## config.mk

```make
export PLATFORM = sky130hd
export DESIGN_NAME = hci_mem_bank_ctrl
export DESIGN_NICKNAME = d
export VERILOG_FILES = /design/src/rtl/hci_mem_bank_ctrl.sv
export SDC_FILE = /design/constraint.sdc
export NUM_CORES = 1
export LEC_CHECK = 0
export ABC_AREA = 0
export CORE_AREA = 4 4 99 101
export CTS_BUF_LIST = sky130_fd_sc_hd__clkbuf_8
export DETAILED_ROUTE_END_ITERATION = 6
export DIE_AREA = 0 0 103 105
export PLACE_DENSITY = 0.9
export SLEW_MARGIN = 5
export SYNTH_ARGS = -nofsm -noshare
export SYNTH_HDL_FRONTEND = slang
export SYNTH_SLANG_ARGS = --single-unit
```

## constraint.sdc

```tcl
create_clock -name clk_i -period 2.9 [get_ports clk_i]
set_input_delay 0.58 -clock clk_i [delete_from_list [all_inputs] [get_ports clk_i]]
set_output_delay 0.58 -clock clk_i [all_outputs]
set_load 0.01 [all_outputs]
```

## src/rtl/hci_mem_bank_ctrl.sv

```systemverilog
// rtl/hci_mem_bank_ctrl.sv - HCI memory bank controller: fixed-latency SRAM access with test-and-set
module hci_mem_bank_ctrl #(
    parameter int AW     = 32,
    parameter int DW     = 32,
    parameter int BW     = 8,
    parameter int IW     = 16,
    parameter int UW     = 1,
    parameter int RD_LAT = 1,
    parameter int TS_BIT = 21
) (
    input  logic               clk_i,
    input  logic               rst_i,
    input  logic               clear_i,
    input  logic               req_i,
    output logic               gnt_o,
    input  logic [AW-1:0]      add_i,
    input  logic               wen_i,
    input  logic [DW-1:0]      data_i,
    input  logic [DW/BW-1:0]   be_i,
    input  logic [IW-1:0]      id_i,
    input  logic [UW-1:0]      user_i,
    output logic               r_valid_o,
    output logic [DW-1:0]      r_data_o,
    output logic [IW-1:0]      r_id_o,
    output logic [UW-1:0]      r_user_o,
    output logic               sram_req_o,
    output logic               sram_we_o,
    output logic [AW-1:0]      sram_addr_o,
    output logic [DW-1:0]      sram_wdata_o,
    output logic [DW/BW-1:0]   sram_be_o,
    input  logic [DW-1:0]      sram_rdata_i
);

    localparam int EW = IW + UW + 3;
    localparam logic ST_IDLE    = 1'b0;
    localparam logic ST_TS_WAIT = 1'b1;
    localparam logic [AW-1:0] TS_MASK = AW'(1) << TS_BIT;

    logic            state_q, state_d;
    logic [AW-1:0]   ts_addr_q, ts_addr_d;
    logic [EW-1:0]   pipe_q [RD_LAT];
    logic [EW-1:0]   pipe_d [RD_LAT];
    logic [EW-1:0]   last_e;
    logic [AW-1:0]   addr_clr;
    logic            xfer, is_ts_req, ts_fire;
    logic            last_vld, last_rd, last_ts;

    // Grant is also withheld during reset so the SRAM sees no request while rst_i is high.
    assign gnt_o     = (state_q == ST_IDLE) && !clear_i && !rst_i;
    assign xfer      = req_i && gnt_o;
    assign is_ts_req = wen_i && add_i[TS_BIT];
    assign addr_clr  = add_i & ~TS_MASK;

    // Entry layout: {valid, id, user, is_read, is_ts}
    assign last_e    = pipe_q[RD_LAT-1];
    assign last_vld  = last_e[EW-1];
    assign last_rd   = last_e[1];
    assign last_ts   = last_e[0];
    assign ts_fire   = (state_q == ST_TS_WAIT) && last_vld && last_ts && !clear_i;

    assign r_valid_o = last_vld;
    assign r_id_o    = last_e[EW-2 -: IW];
    assign r_user_o  = last_e[UW+1 -: UW];
    assign r_data_o  = (last_vld && last_rd) ? sram_rdata_i : '0;

    assign sram_req_o   = xfer || ts_fire;
    assign sram_we_o    = ts_fire ? 1'b1 : !wen_i;
    assign sram_addr_o  = ts_fire ? ts_addr_q : addr_clr;
    assign sram_wdata_o = ts_fire ? '1 : data_i;
    assign sram_be_o    = ts_fire ? '1 : be_i;

    always_comb begin
        pipe_d[0] = {xfer, id_i, user_i, wen_i, is_ts_req};
        for (int i = 1; i < RD_LAT; i++) begin
            pipe_d[i] = pipe_q[i-1];
        end
        if (clear_i) begin
            for (int i = 0; i < RD_LAT; i++) begin
                pipe_d[i] = '0;
            end
        end
    end

    always_comb begin
        state_d   = state_q;
        ts_addr_d = ts_addr_q;
        case (state_q)
            ST_IDLE: begin
                if (xfer && is_ts_req) begin
                    state_d   = ST_TS_WAIT;
                    ts_addr_d = addr_clr;
                end
            end
            ST_TS_WAIT: begin
                if (ts_fire) begin
                    state_d = ST_IDLE;
                end
            end
            default: state_d = ST_IDLE;
        endcase
        if (clear_i) begin
            state_d = ST_IDLE;
        end
    end

    always_ff @(posedge clk_i or posedge rst_i) begin
        if (rst_i) begin
            state_q   <= ST_IDLE;
            ts_addr_q <= '0;
            for (int i = 0; i < RD_LAT; i++) begin
                pipe_q[i] <= '0;
            end
        end else begin
            state_q   <= state_d;
            ts_addr_q <= ts_addr_d;
            for (int i = 0; i < RD_LAT; i++) begin
                pipe_q[i] <= pipe_d[i];
            end
        end
    end

endmodule
```

==> results of run 1 <==
-- through the flow --
stage / power (W) / utilization / area [um^2] / worst slack, ns / instances
after floorplan: 0.00118 / - / 2960 / 0.0350 / 248
after global placement: 0.00150 / 0.597 / 5390 / -0.0587 / 575
after detailed placement: 0.00152 / 0.597 / 5390 / -0.0890 / 575
after CTS: 0.00192 / 0.607 / 5480 / 0.00420 / 585
after global routing: 0.00199 / 0.611 / 5520 / 0.0625 / 586
final: 0.00189 / 0.611 / 5520 / 0.157 / 586
-- synth_stat cells, drive strengths merged --
| cell type | instances | share of area |
|---|---|---|
| o31ai | 1 | 0.0025 |
| inv | 2 | 0.0025 |
| mux2 | 62 | 0.27 |
| and3b | 1 | 0.0034 |
| nand4b | 1 | 0.0030 |
| nand2b | 37 | 0.078 |
| nand2 | 2 | 0.0025 |
| nor2b | 18 | 0.038 |
| clkbuf | 12 | 0.016 |
| dfrtp | 52 | 0.44 |
| a21oi | 1 | 0.0017 |
| buf | 23 | 0.060 |
| nor3 | 2 | 0.0034 |
| conb | 1 | 0.0013 |
| nand4 | 1 | 0.0072 |
| and3 | 32 | 0.068 |
-- registers in the layout, indices dropped and copies added (netlist names) --
name       count
state_q        1
ts_addr_q     31
last_e        20
-- layout make-up --
class	count	area, um^2	area share
timing repair buffer	253	2550	0.463
antenna	1	2.50	0.000454
inverter	2	7.51	0.00136
tap	111	139	0.0252
clock inverter	3	17.5	0.00318
clock buffer	5	68.8	0.0125
sequential	52	1300	0.236
multi-input combinational	159	1430	0.258
-- worst register-to-register path, stage by stage (launching register included) --
cell and delay (ns):
dfrtp_1 0.44, inv_1 0.13, nand4_4 0.28, buf_12 0.28
mux2_4 0.30
-- kinds of logic (layout without fill, tap and decap cells) --
family	Yosys count	after routing	synth area share
other cells	1	2	0.00127
mux	62	62	0.273
compound gates	2	2	0.00423
buf+inv	37	263	0.0779
flops	52	52	0.440
simple gates	94	94	0.204
-- final timing paths --
check                                         startpoint                   endpoint  slack (ns)  cells after the start
min in group asynchronous                          rst_i       last_e[19]$_DFF_PP0_        0.86                      3
max in group asynchronous                          rst_i  ts_addr_q[19]$_DFFE_PP0P_        1.59                      3
worst min register to register  ts_addr_q[7]$_DFFE_PP0P_   ts_addr_q[7]$_DFFE_PP0P_        0.52                      1
worst min-delay path            ts_addr_q[7]$_DFFE_PP0P_   ts_addr_q[7]$_DFFE_PP0P_        0.52                      1
worst max-delay path                             clear_i            sram_addr_o[28]        0.16                      6
worst max register to register         state_q$_DFF_PP0_  ts_addr_q[28]$_DFFE_PP0P_        1.35                      4
-- power groups by stage --
stage                     Sequential, W  Clock, W  Combinational [W]
after floorplan                0.000898         0           0.000285
after global placement         0.000919         0           0.000580
after global routing           0.000931  0.000448           0.000607
final                          0.000914  0.000409           0.000569
after CTS                      0.000913  0.000425           0.000579
after detailed placement       0.000921         0           0.000596
-- repair_timing --
action,CTS,global route
cloned,1,0
setup buffers,1,0
endpoints found under the setup margin,43,13
resized for setup,34,13
-- layer usage --
metal  track usage  wire (um)  vias up
li1              -          -     1267
met4        0.0500        251        0
met1         0.190       3410     1234
met5             0          0        -
met2         0.313       5190      125
met3        0.0474        866       17
==> results.yml, run 1 <==
run_status:
  status: "finished, final reports clean"
setup_path:
  end_kind: "output port"
  worstSetupPathType: "input port to output port"
  crit_path_cell_trace: "clkdlybuf4s50_1, nand4b_1, buf_6, buf_12, mux2_2, dlygate4sd2_1"
  slowest_stage: "clkdlybuf4s50_1"
  required_ns: 2.32
  start_kind: "input port"
  crit_arrival_ns: 2.16
  crit_path_max_fanout: 22
  crit_buf_inv: 4
  critPathMaxStageDelay_ns: 0.47
  path_delay_family: "buffers and inverters"
sta:
  fin_crit_sh: 0.946
  clock_skew_ns: 0.0106
  period_minus_slack_ns: 2.74
  relSlewSlack: 0.565
  hold_ws_ns: 0.516
  drv_slew: 0
  tns_ns: 0
  worst_slew_pin_slew_ns: 0.653
  setup_violations: 0
  hold_viol: 0
  fmax_ghz: 0.365
  rsz0062_at_grt: "no"
pwr:
  combPwrFrac: 0.301
  power-per-cell-area_nw_per_um2: 343
  p_leak_nw: 2.68
  switching_share: 0.249
  power_frac_seq: 0.483
  p_int_w: 0.00142
  power_frac_clock: 0.216
  power.switching_w: 0.000472
  ir_drop_uv: 182
yosys:
  synth.ff_latch_count: 52
  synth_fp_nets: 370
  ys_warn_count: 0
  synthCells: 248
  avgSynthCellArea_um2: 11.9
  syn_area_um2: 2960
  yosysSeqAreaShare: 0.440
  synth.distinct_cells: 20
routing:
  ant_nets: 0
  vias_per_cell: 4.51
  drt_wl_total_um: 9720
  vias: 2643
  drtPass1Iterations: 4
  drc: 0
  detail_route.wl_per_cell_um: 16.6
  drtIter0Drc: 77
floorplanning:
  core-area_um2: 9020
  initial_core_util: 0.328
  rows: 35
  die_y_um: 105
  boundaryPins: 243
  die_area_um2: 10800
  die_w_um: 103
grt:
  grt_use_total: 0.172
  grt_pass1_vias: 2721
  grt_max_degree: 53
  antenna_found_initial: 1
  grt_pass1_wl_um: 14500
  grt-ovfl-total: 0
layout:
  nFillCells: 732
  layout_common_cells: "clkdlybuf4s50_1, dfrtp_1, nand2b_1"
  syn2layout_area_growth_pct: 86.5
  layout_commonest_cell: "clkdlybuf4s50_1"
  nNetsFinal: 595
  layout-drive-gt1-share: 0.177
clock_network:
  numCtsBuffers: 5
  path_clk_slew_ns: 0.09
  clk_latency_ns: 0.30
  cts_root_buf: "clkbuf_8"
  hold_buffers: 0
  htree_levels: 2
  clock_sinks: 52
  cts_buffer_depth: 2
  cts_tree: "built"
min_path:
  hp-class: "register to register"
job:
  maxCapViolations: 0
placement:
  place_hpwl_um: 7800
  port-buffer-count: 241
  gp_congestion: 0.821
Power figures use the tool's default switching activity.
==> run 2, diff against run 1 <==
--- a/config.mk
+++ b/config.mk
@@ -10,6 +10,7 @@
 export CTS_BUF_LIST = sky130_fd_sc_hd__clkbuf_8
 export DETAILED_ROUTE_END_ITERATION = 6
 export DIE_AREA = 0 0 103 105
+export GPL_ROUTABILITY_DRIVEN = 0
 export PLACE_DENSITY = 0.9
 export SLEW_MARGIN = 5
 export SYNTH_ARGS = -nofsm -noshare
==> results of run 2 <==
No change in the layout: final DEF, timing and power equal those of run 1.
==> run 3, diff against run 2 <==
--- a/config.mk
+++ b/config.mk
@@ -6,12 +6,13 @@
 export NUM_CORES = 1
 export LEC_CHECK = 0
 export ABC_AREA = 0
-export CORE_AREA = 4 4 99 101
+export CORE_AREA = 4 4 97 99
 export CTS_BUF_LIST = sky130_fd_sc_hd__clkbuf_8
 export DETAILED_ROUTE_END_ITERATION = 6
-export DIE_AREA = 0 0 103 105
+export DIE_AREA = 0 0 101 103
 export GPL_ROUTABILITY_DRIVEN = 0
-export PLACE_DENSITY = 0.9
+export HOLD_SLACK_MARGIN = 0.15
+export PLACE_DENSITY = 0.93
 export SLEW_MARGIN = 5
 export SYNTH_ARGS = -nofsm -noshare
 export SYNTH_HDL_FRONTEND = slang
==> constraint.sdc (replaced) <==
create_clock -name clk_i -period 3.4 [get_ports clk_i]
set_input_delay 0.68 -clock clk_i [delete_from_list [all_inputs] [get_ports clk_i]]
set_output_delay 0.68 -clock clk_i [all_outputs]
set_load 0.01 [all_outputs]
==> run 3 against run 2 <==
  * First-iteration DRC count decreased by 32%
  * Final area decreased by 1.9%
  * Worst setup slack improved by 0.0058 ns
  * Highest routed layer unchanged
  * Largest cell class unchanged
  * Clock skew increased by 0.0064 ns
==> results.yml, run 3 (synthesis results as in run 1) <==
pwr:
  p_leak_nw: 2.47
  ir_drop_uv: 163
  total_power_w: 0.00163
  power-per-cell-area_nw_per_um2: 301
grt:
  grt-ovfl-total: 0
  grt_use_total: 0.184
  grt_max_degree: 71
  grt_pass1_wl_um: 14900
  grt_pass1_vias: 2743
  antenna_found_initial: 0
setup_path:
  cpMostUsedCell: "clkdlybuf4s50_1"
  required_ns: 2.72
  critPathMaxStageDelay_ns: 0.50
  slowest_stage: "clkdlybuf4s50_1"
  start_kind: "input port"
  end_kind: "output port"
  startpoint: "clear_i"
  crit_arrival_ns: 2.56
  worstSetupPathType: "input port to output port"
  crit_path_max_fanout: 70
  r2r-start: "state_q$_DFF_PP0_"
  crit_path_cell_trace: "clkdlybuf4s50_1, nand4b_1, buf_12, mux2_2, clkdlybuf4s50_1"
sta:
  relSlewSlack: 0.465
  tns_ns: 0
  fmax_ghz: 0.309
  rsz0062_at_grt: "no"
  hold_ws_ns: 0.514
  worst_slew_pin_slew_ns: 0.800
  drv_slew: 0
  clock_skew_ns: 0.0170
  setup_violations: 0
  period_minus_slack_ns: 3.24
  fin_crit_sh: 0.952
  hold_viol: 0
routing:
  detail_route.wl_per_cell_um: 18.0
  drt_wl_total_um: 10300
  drc: 0
  ant_nets: 0
  drtIter0Drc: 52
  vias_per_cell: 4.52
  drtPass1Iterations: 4
  vias: 2595
layout:
  layout_commonest_cell: "clkdlybuf4s50_1"
  layout-drive-gt1-share: 0.163
  layout_common_cells: "clkdlybuf4s50_1, dfrtp_1, nand2b_1"
  nNetsFinal: 587
  regMostFlops: "ts_addr_q"
  final_area_um2: 5410
  antenna_cells: 0
  largest_reg_flops: 31
  syn2layout_area_growth_pct: 83.0
job:
  maxCapViolations: 0
clock_network:
  clk_latency_ns: 0.30
  cts_buffer_depth: 2
  hold_buffers: 0
  clock_sinks: 52
  cts_tree: "built"
  cts_setup_buffers: 0
  path_clk_slew_ns: 0.09
  htree_levels: 2
  cts_root_buf: "clkbuf_8"
  numCtsBuffers: 5
  cts-resized-gates: 0
placement:
  place_area_um2: 5320
  port-buffer-count: 241
  place_hpwl_um: 8290
floorplanning:
  boundaryPins: 243
  die_y_um: 103
  initial_core_util: 0.346
  die_area_um2: 10400
  rows: 34
  core-area_um2: 8550
  die_w_um: 101
min_path:
  hp-class: "register to register"
  worstHoldStart: "ts_addr_q[23]$_DFFE_PP0P_"
run_status:
  status: "finished, final reports clean"
[run 3: cell types whose count changed in the layout (fill, tap and decap cells not counted), sizes merged]
cell           delta
clkdlybuf4s50    +43
dlygate4sd2      -30
dlymetal6s2s     -13
buf               -8
diode             -1
[run 3: per-stage QoR]
stage	std cells	setup slack, ns	utilization
2_1_floorplan	248	0.335	-
3_3_place_gp	566	0.221	0.623
3_5_place_dp	566	0.161	0.623
4_1_cts	574	0.154	0.633
5_1_grt	574	0.116	0.633
6_report	574	0.163	0.633
[run 3: metal layers]
layer  wire length (um)  global-route usage  up-vias
li1                   -                   -     1248
met1               3950               0.217     1221
met2               5560               0.343      118
met3                747              0.0426        8
met4                 87              0.0327        0
met5                  0                   0        -
[run 3: worst max-delay path: cells and delay by family]
family | cells | cell delay (ns)
buffers and inverters | 3 | 1.31
multiplexers | 1 | 0.39
AND/OR/NAND/NOR | 1 | 0.16
[run 3: cell type report]
cell class | instances | area (um^2)
Clock buffer | 5 | 68.8
Fill cell | 668 | 3140
Inverter | 2 | 7.51
Sequential cell | 52 | 1300
Clock inverter | 3 | 17.5
Multi-Input combinational cell | 159 | 1430
Tap cell | 108 | 135
Timing Repair Buffer | 245 | 2450
[run 3: final timing paths]
path / endpoint / slack, ns / cells after the start
setup / recovery: sram_addr_o[18] / 0.16 / 5
hold / removal: ts_addr_q[23]$_DFFE_PP0P_ / 0.51 / 1
setup reg to reg: ts_addr_q[20]$_DFFE_PP0P_ / 1.52 / 3
hold reg to reg: ts_addr_q[23]$_DFFE_PP0P_ / 0.51 / 1
max in group asynchronous: ts_addr_q[19]$_DFFE_PP0P_ / 1.97 / 3
min in group asynchronous: last_e[19]$_DFF_PP0_ / 0.95 / 3
[run 3: power by group]
part	switching, W	leakage (nW)	internal [W]	total, W
logic	0.000144	1.76	0.000363	0.000507
clock network	0.000200	0.0497	0.000144	0.000344
registers	0.0000579	0.654	0.000719	0.000777
total	0.000402	2.47	0.00123	0.00163
